===== src/rtl/z3_autoconfig_pkg.sv =====
// Shared definitions for the Zorro III autoconfig slice: handshake state
// encoding, config-space register byte offsets and fixed register values.
package z3_autoconfig_pkg;

    typedef enum logic [1:0] {
        ST_IDLE     = 2'd0,
        ST_ACK      = 2'd1,
        ST_WAIT_END = 2'd2
    } z3_state_e;

    // Byte offsets of the config-space registers ({ADDR[6:2], 2'b00})
    localparam logic [6:0] REG_ER_TYPE   = 7'h00;
    localparam logic [6:0] REG_PRODUCT   = 7'h04;
    localparam logic [6:0] REG_ER_FLAGS  = 7'h08;
    localparam logic [6:0] REG_MANUF_HI  = 7'h10;
    localparam logic [6:0] REG_MANUF_LO  = 7'h14;
    localparam logic [6:0] REG_SERIAL_3  = 7'h18;
    localparam logic [6:0] REG_SERIAL_2  = 7'h1C;
    localparam logic [6:0] REG_SERIAL_1  = 7'h20;
    localparam logic [6:0] REG_SERIAL_0  = 7'h24;
    localparam logic [6:0] REG_DIAG_HI   = 7'h28;
    localparam logic [6:0] REG_DIAG_LO   = 7'h2C;
    localparam logic [6:0] REG_BASE_ADDR = 7'h44;
    localparam logic [6:0] REG_SHUTUP    = 7'h4C;

    // Fixed register contents (true, uninverted values)
    localparam logic [7:0]  ER_TYPE_PLAIN    = 8'h80;
    localparam logic [7:0]  ER_TYPE_AUTOBOOT = 8'h90;
    localparam logic [7:0]  ER_FLAGS_VAL     = 8'h30;
    localparam logic [15:0] DIAG_VEC         = 16'h0200;

    // Select the low (lo=1) or high (lo=0) nibble of a register byte
    function automatic logic [3:0] pick_nibble(input logic [7:0] b, input logic lo);
        return lo ? b[3:0] : b[7:4];
    endfunction

endpackage


===== src/rtl/z3_cfg_rom.sv =====
// Combinational config-space lookup: 6-bit nibble offset to the nibble
// presented on the bus. Every register except er_Type reads back inverted.
// Build option: define Z3_AUTOBOOT_EN to advertise a ROM vector (er_Type
// 0x90) and expose the diag vector at offsets 0x28/0x2C.
module z3_cfg_rom
    import z3_autoconfig_pkg::*;
#(
    parameter logic [15:0] MANUF_ID   = 16'h0202,
    parameter logic [7:0]  PRODUCT_ID = 8'h54,
    parameter logic [31:0] SERIAL     = 32'h0000_0000
) (
    input  logic [5:0] offset,
    output logic [3:0] nibble
);

`ifdef Z3_AUTOBOOT_EN
    localparam logic [7:0] ER_TYPE_VAL = ER_TYPE_AUTOBOOT;
`else
    localparam logic [7:0] ER_TYPE_VAL = ER_TYPE_PLAIN;
`endif

    logic [6:0] byte_off_s;
    logic [7:0] reg_byte_s;
    logic [3:0] raw_s;

    assign byte_off_s = {offset[4:0], 2'b00};
    assign raw_s      = pick_nibble(reg_byte_s, offset[5]);

    // Register byte lookup by byte offset; unlisted offsets read as zero
    always_comb begin
        reg_byte_s = 8'h00;
        case (byte_off_s)
            REG_ER_TYPE:  reg_byte_s = ER_TYPE_VAL;
            REG_PRODUCT:  reg_byte_s = PRODUCT_ID;
            REG_ER_FLAGS: reg_byte_s = ER_FLAGS_VAL;
            REG_MANUF_HI: reg_byte_s = MANUF_ID[15:8];
            REG_MANUF_LO: reg_byte_s = MANUF_ID[7:0];
            REG_SERIAL_3: reg_byte_s = SERIAL[31:24];
            REG_SERIAL_2: reg_byte_s = SERIAL[23:16];
            REG_SERIAL_1: reg_byte_s = SERIAL[15:8];
            REG_SERIAL_0: reg_byte_s = SERIAL[7:0];
`ifdef Z3_AUTOBOOT_EN
            REG_DIAG_HI:  reg_byte_s = DIAG_VEC[15:8];
            REG_DIAG_LO:  reg_byte_s = DIAG_VEC[7:0];
`endif
            default:      reg_byte_s = 8'h00;
        endcase
    end

    // er_Type is presented true, everything else inverted on the bus
    always_comb begin
        if (byte_off_s == REG_ER_TYPE) begin
            nibble = raw_s;
        end else begin
            nibble = ~raw_s;
        end
    end

endmodule


===== src/rtl/z3_autoconfig.sv =====
// Zorro III autoconfig responder: decodes config cycles at 0xFFxxxxxx while
// the chain input is active, serves the config ROM nibbles, accepts the
// base-address and shut-up writes, then decodes its 16 MB BAR.
// Build option: Z3_AUTOBOOT_EN (see z3_cfg_rom).
module z3_autoconfig
    import z3_autoconfig_pkg::*;
#(
    parameter logic [15:0] MANUF_ID   = 16'h0202,
    parameter logic [7:0]  PRODUCT_ID = 8'h54,
    parameter logic [31:0] SERIAL     = 32'h0000_0000
) (
    input  logic         CLK,
    input  logic         RESET_n,
    input  logic [31:2]  ADDR,
    input  logic         READ,
    input  logic         FCS_n,
    input  logic         CFGIN_n,
    input  logic [31:24] DIN,
    output logic [31:28] DOUT,
    output logic         DOE,
    output logic         cfg_dtack,
    output logic         configured,
    output logic         slave_cycle,
    output logic         CFGOUT_n
);

    z3_state_e  state_r;
    z3_state_e  state_nxt_s;
    logic       dtack_r;
    logic       doe_r;
    logic [3:0] dout_r;
    logic [7:0] base_r;
    logic       configured_r;
    logic       shutup_r;
    logic       cfgout_n_r;

    logic       cfg_sel_s;
    logic [5:0] offset_s;
    logic [6:0] byte_off_s;
    logic [3:0] rom_nibble_s;
    logic       wr_base_s;
    logic       wr_shutup_s;
    logic       unused_addr_s;

    // Only the top byte and the register/nibble select bits take part in decode
    assign unused_addr_s = ^{ADDR[23:9], ADDR[7]};

    assign offset_s   = {ADDR[8], ADDR[6:2]};
    assign byte_off_s = {ADDR[6:2], 2'b00};
    assign cfg_sel_s  = ~CFGIN_n & ~configured_r & ~shutup_r & (ADDR[31:24] == 8'hFF);

    z3_cfg_rom #(
        .MANUF_ID   (MANUF_ID),
        .PRODUCT_ID (PRODUCT_ID),
        .SERIAL     (SERIAL)
    ) u_cfg_rom (
        .offset (offset_s),
        .nibble (rom_nibble_s)
    );

    // Write strobes, only valid on the acknowledging edge of a write cycle
    always_comb begin
        wr_base_s   = 1'b0;
        wr_shutup_s = 1'b0;
        if ((state_r == ST_ACK) && !READ) begin
            wr_base_s   = (byte_off_s == REG_BASE_ADDR);
            wr_shutup_s = (byte_off_s == REG_SHUTUP);
        end else begin
            wr_base_s   = 1'b0;
            wr_shutup_s = 1'b0;
        end
    end

    // Handshake state register
    always_ff @(posedge CLK or negedge RESET_n) begin
        if (!RESET_n) begin
            state_r <= ST_IDLE;
        end else begin
            state_r <= state_nxt_s;
        end
    end

    // Handshake next-state: ACK always moves on so a short strobe still ends cleanly
    always_comb begin
        state_nxt_s = state_r;
        case (state_r)
            ST_IDLE: begin
                if (cfg_sel_s && !FCS_n) begin
                    state_nxt_s = ST_ACK;
                end else begin
                    state_nxt_s = ST_IDLE;
                end
            end
            ST_ACK: begin
                state_nxt_s = ST_WAIT_END;
            end
            ST_WAIT_END: begin
                if (FCS_n) begin
                    state_nxt_s = ST_IDLE;
                end else begin
                    state_nxt_s = ST_WAIT_END;
                end
            end
            default: begin
                state_nxt_s = ST_IDLE;
            end
        endcase
    end

    // Bus-side outputs: ack and read data rise in ACK, drop when the strobe ends
    always_ff @(posedge CLK or negedge RESET_n) begin
        if (!RESET_n) begin
            dtack_r <= 1'b0;
            doe_r   <= 1'b0;
            dout_r  <= 4'hF;
        end else begin
            case (state_r)
                ST_ACK: begin
                    dtack_r <= 1'b1;
                    if (READ) begin
                        dout_r <= rom_nibble_s;
                        doe_r  <= 1'b1;
                    end
                end
                ST_WAIT_END: begin
                    if (FCS_n) begin
                        dtack_r <= 1'b0;
                        doe_r   <= 1'b0;
                    end
                end
                default: begin
                    dtack_r <= 1'b0;
                    doe_r   <= 1'b0;
                end
            endcase
        end
    end

    // Configuration state: base latch, configured and shut-up flags
    always_ff @(posedge CLK or negedge RESET_n) begin
        if (!RESET_n) begin
            base_r       <= 8'h00;
            configured_r <= 1'b0;
            shutup_r     <= 1'b0;
        end else begin
            if (wr_base_s) begin
                base_r       <= DIN[31:24];
                configured_r <= 1'b1;
            end
            if (wr_shutup_s) begin
                shutup_r <= 1'b1;
            end
        end
    end

    // Pass the chain on only once the finishing cycle has fully returned to IDLE
    always_ff @(posedge CLK or negedge RESET_n) begin
        if (!RESET_n) begin
            cfgout_n_r <= 1'b1;
        end else begin
            cfgout_n_r <= ~((configured_r | shutup_r) & (state_r == ST_IDLE));
        end
    end

    assign cfg_dtack   = dtack_r;
    assign DOE         = doe_r;
    assign DOUT        = dout_r;
    assign configured  = configured_r;
    assign CFGOUT_n    = cfgout_n_r;
    assign slave_cycle = configured_r & (ADDR[31:24] == base_r) & ~FCS_n;

endmodule


===== config.mk =====
export PLATFORM = sky130hd
export DESIGN_NAME = z3_autoconfig
export DESIGN_NICKNAME = d
export VERILOG_FILES = /design/src/rtl/z3_autoconfig_pkg.sv /design/src/rtl/z3_cfg_rom.sv /design/src/rtl/z3_autoconfig.sv
export SDC_FILE = /design/constraint.sdc
export NUM_CORES = 1
export LEC_CHECK = 0
export ABC_AREA = 0
export BUFFER_PORTS_ARGS = -buffer_cell sky130_fd_sc_hd__buf_2
export CORE_MARGIN = 2
export CORE_UTILIZATION = 35
export CTS_CLUSTER_SIZE = 10
export DETAILED_ROUTE_END_ITERATION = 8
export PLACE_DENSITY = 0.73
export SKIP_LAST_GASP = 1
export SLEW_MARGIN = 25
export SYNTH_ARGS = -nofsm -noshare
export SYNTH_HDL_FRONTEND = slang
export SYNTH_SLANG_ARGS = --single-unit

===== constraint.sdc =====
create_clock -name CLK -period 2.6 [get_ports CLK]
set_clock_uncertainty 0.2 [all_clocks]
set_input_delay 0.78 -clock CLK [delete_from_list [all_inputs] [get_ports CLK]]
set_output_delay 0.78 -clock CLK [all_outputs]
set_load 0.01 [all_outputs]

==> results by group <==
Power
  • Combinational share of power: 10.5%
  • VDD IR max: 0.000407 V
  • Pwr Total: 498 uW
  • Cell Int Power: 383 uW
  • P per Cell Area: 419 nW/um^2
  • Sw Ratio: 23.2%
  • Clock power frac: 29.4%
  • Leakage power: 0.000580 uW
  • Sw power: 115 uW
  • Flop pwr share: 60.1%

Global route
  • Total grt overflow: 0
  • Largest net degree at the start of global routing: 20
  • Total GRT Usage: 13.0%
  • Vias in the first global route: 750
  • Antenna violations before repair: 0
  • First-pass GRT wire length: 3260 um

Critical path
  • Most common cell on crit path: buf_2
  • Crit path arrival time: 1.50 ns
  • Crit Path Max Fanout: 2
  • Worst Reg-to-Reg Cells: 4
  • Worst path max stage delay: 0.18 ns
  • R2R Path End: base_r[3]
  • Crit path buffers/inverters: 2
  • Kind of cell adding the most delay to the critical path: simple AND/OR/NAND/NOR gates
  • WS Path Type: input pin to output port
  • Startpoint types: input pin
  • Critical R2R Launch: state_r[1]
  • Reg2Reg Setup Slack: 0.83 ns
  • Slowest cell on the critical path: xnor2_1
  • CP Data Required Time: 1.62 ns
  • Cell Chain, Critical Path: buf_2 -> xnor2_1 -> nand3_1 -> nor3_1 -> buf_2
  • CP Capture Type: output port

Run
  • Total of max-cap violations: 0

Timing
  • Final Hold Fails: 0
  • Period utilization: 95.2%
  • Setup ws final: 0.124 ns
  • Setup tns final: 0 ns
  • Final min period: 2.48 ns
  • RSZ-0062 raised after global routing: false
  • FMAX: 404 MHz
  • Pins Over Slew Limit: 0
  • Slew Limit Headroom: 72.7%
  • Worst Tran Pin Value: 0.410 ns
  • Final Setup Violations: 0

Drt
  • Total number of vias: 716
  • Pre-antenna DRT Iters: 4
  • DR vias/cell: 4.87
  • DRT Wirelength: 1830 um
  • DRT antenna net count: 0
  • DR WL/cell: 12.4 um
  • Post-route DRC: 0
  • Iter 0 DRT Violations: 6

Finish
  • Multi-input logic area: 448 sq um
  • Most frequent cells in the layout: buf_2 (35), dfrtp_1 (14), xnor2_1 (8), mux2_4 (8), nor2_1 (6)
  • Nets: 162
  • Share of post-route cells with drive strength above 1: 47.9%
  • Finished Core Util: 47.1%
  • Antenna diode count: 0
  • Fin cells: 147
  • Area Growth Syn to Fin: 24.7%
  • Leading cell type in the layout, fill and taps excluded: buf_2
  • Register area: 482 sq um
  • # fillers: 243

Logic synthesis
  • Area of the mapped netlist: 952 sq um
  • Top area cells in the synthesized netlist: dfrtp_1 (37%), dfstp_2 (14%), mux2_4 (13%)
  • Ys Warns: 0
  • Synth area leader: dfrtp_1
  • Seq cells post-synth: 19
  • Top cell type's share of synthesized area: 36.8%
  • Post-Synthesis Cells: 79
  • Post-synthesis sequential area ratio: 50.6%
  • Post-synth cell types: 29
  • Avg Cell Area, Syn: 12.1 sq um
  • Syn_nets: 123

Status
  • Status: finished clean

Floorplan
  • Core area: 2520 sq um
  • Row cnt: 18
  • Die Height: 56.2 um
  • Die width: 56.2 um
  • Initial Util: 37.7%
  • Die Area: 3150 sq um
  • I/O Pins: 52

CTS
  • Post-CTS Setup Bufs: 0
  • Clk buf depth: 2
  • Clk_lat worst skew: 0.30 ns
  • Hold_buf cts: 0
  • # resized after CTS: 0
  • Root buffer cell: clkbuf_4
  • Clk sink count: 19
  • Clock transition at path regs: 0.11 ns
  • Total CTS buffers: 3
  • TritonCTS clock tree: yes
  • H-tree depth: 1

Place
  • Gp weighted congestion: 0.885
  • IO Port Bufs: 35
  • Placed Cells: 143
  • Post-place setup slack: 0.114 ns
  • Hpwl dp: 1490 um

Min path
  • Worst Hold Class: input pin to async pin
==> metrics by stage <==
| step | cell area (sq um) | hold slack [ns] |
|---|---|---|
| global route | 1190 | 0.196 |
| finish | 1190 | 0.195 |
| CTS | 1190 | 0.192 |
| global placement | 1160 | 0.247 |
| floorplan | 952 | 0.215 |
| detailed placement | 1160 | 0.251 |
==> layer usage <==
metal,global-route usage [%],wire (um)
met5,0,0
met4,5.10,46
met3,3.72,51
met2,22.9,994
met1,14.7,736
==> sequential cells by signal (all words and copies together) (netlist names) <==
name        flops
base_r          8
DOUT            4
state_r         2
CFGOUT_n        1
DOE             1
cfg_dtack       1
configured      1
shutup_r        1
==> worst max path at each step <==
| stage | startpoint | to | slack (ns) | cells past startpoint |
|---|---|---|---|---|
| 2_1_floorplan | ADDR[28] | slave_cycle | 0.31 | 3 |
| 3_3_place_gp | ADDR[30] | slave_cycle | 0.14 | 5 |
| 3_5_place_dp | ADDR[30] | slave_cycle | 0.11 | 5 |
| 4_1_cts | ADDR[30] | slave_cycle | 0.11 | 5 |
| 5_1_grt | ADDR[30] | slave_cycle | 0.003 | 5 |
| 6_report | ADDR[30] | slave_cycle | 0.12 | 5 |
==> synth_stat cells <==
cell type,n
o22a_1,1
o22ai_1,1
xnor2_1,8
o21a_1,1
a41o_2,1
nor4_1,1
nor3_1,5
dfrtp_1,14
a31oi_1,2
clkbuf_1,1
buf_6,1
mux2_4,8
nand3_1,2
nand4_1,3
nand2_1,4
nor2b_1,1
a21o_1,1
and4b_1,1
mux2i_1,2
nand3b_1,1
dfstp_2,5
ha_1,1
and3b_2,1
and4bb_1,1
inv_1,2
mux2_2,1
o21ai_0,2
nor2_1,6
or2_1,1
==> power by group through the flow <==
stage | registers [uW] | logic [uW] | clock network, uW
finish | 299 | 52.5 | 146
global route | 299 | 58.5 | 175
CTS | 299 | 53.2 | 157
detailed placement | 304 | 53.1 | 0
global placement | 304 | 51.1 | 0
floorplan | 305 | 16.5 | 0
==> cell families (layout without fill, tap and decap cells) <==
logic type / after synthesis / after routing / share of synthesized area, %
xor+xnor: 8 / 8 / 7.36
flops: 19 / 19 / 50.6
buf+inv: 4 / 42 / 2.37
fa+ha+maj: 1 / 1 / 1.31
simple gates: 27 / 27 / 15.8
compound gates: 9 / 9 / 6.70
mux: 11 / 11 / 15.9
==> final cells by class <==
| type | count | area share, % |
|---|---|---|
| timing repair buffer | 36 | 15.4 |
| sequential | 19 | 40.6 |
| tap | 30 | 3.16 |
| clock inverter | 1 | 0.632 |
| multi-input combinational | 56 | 37.7 |
| clock buffer | 3 | 1.90 |
| inverter | 2 | 0.632 |
==> worst register-to-register path, stage by stage (launching register included) <==
cell	delay, ns
dfrtp_1	0.45
and4bb_1	0.30
and4b_1	0.19
buf_4	0.20
mux2_4	0.31
No activity file was read; power rests on OpenSTA's default activity.
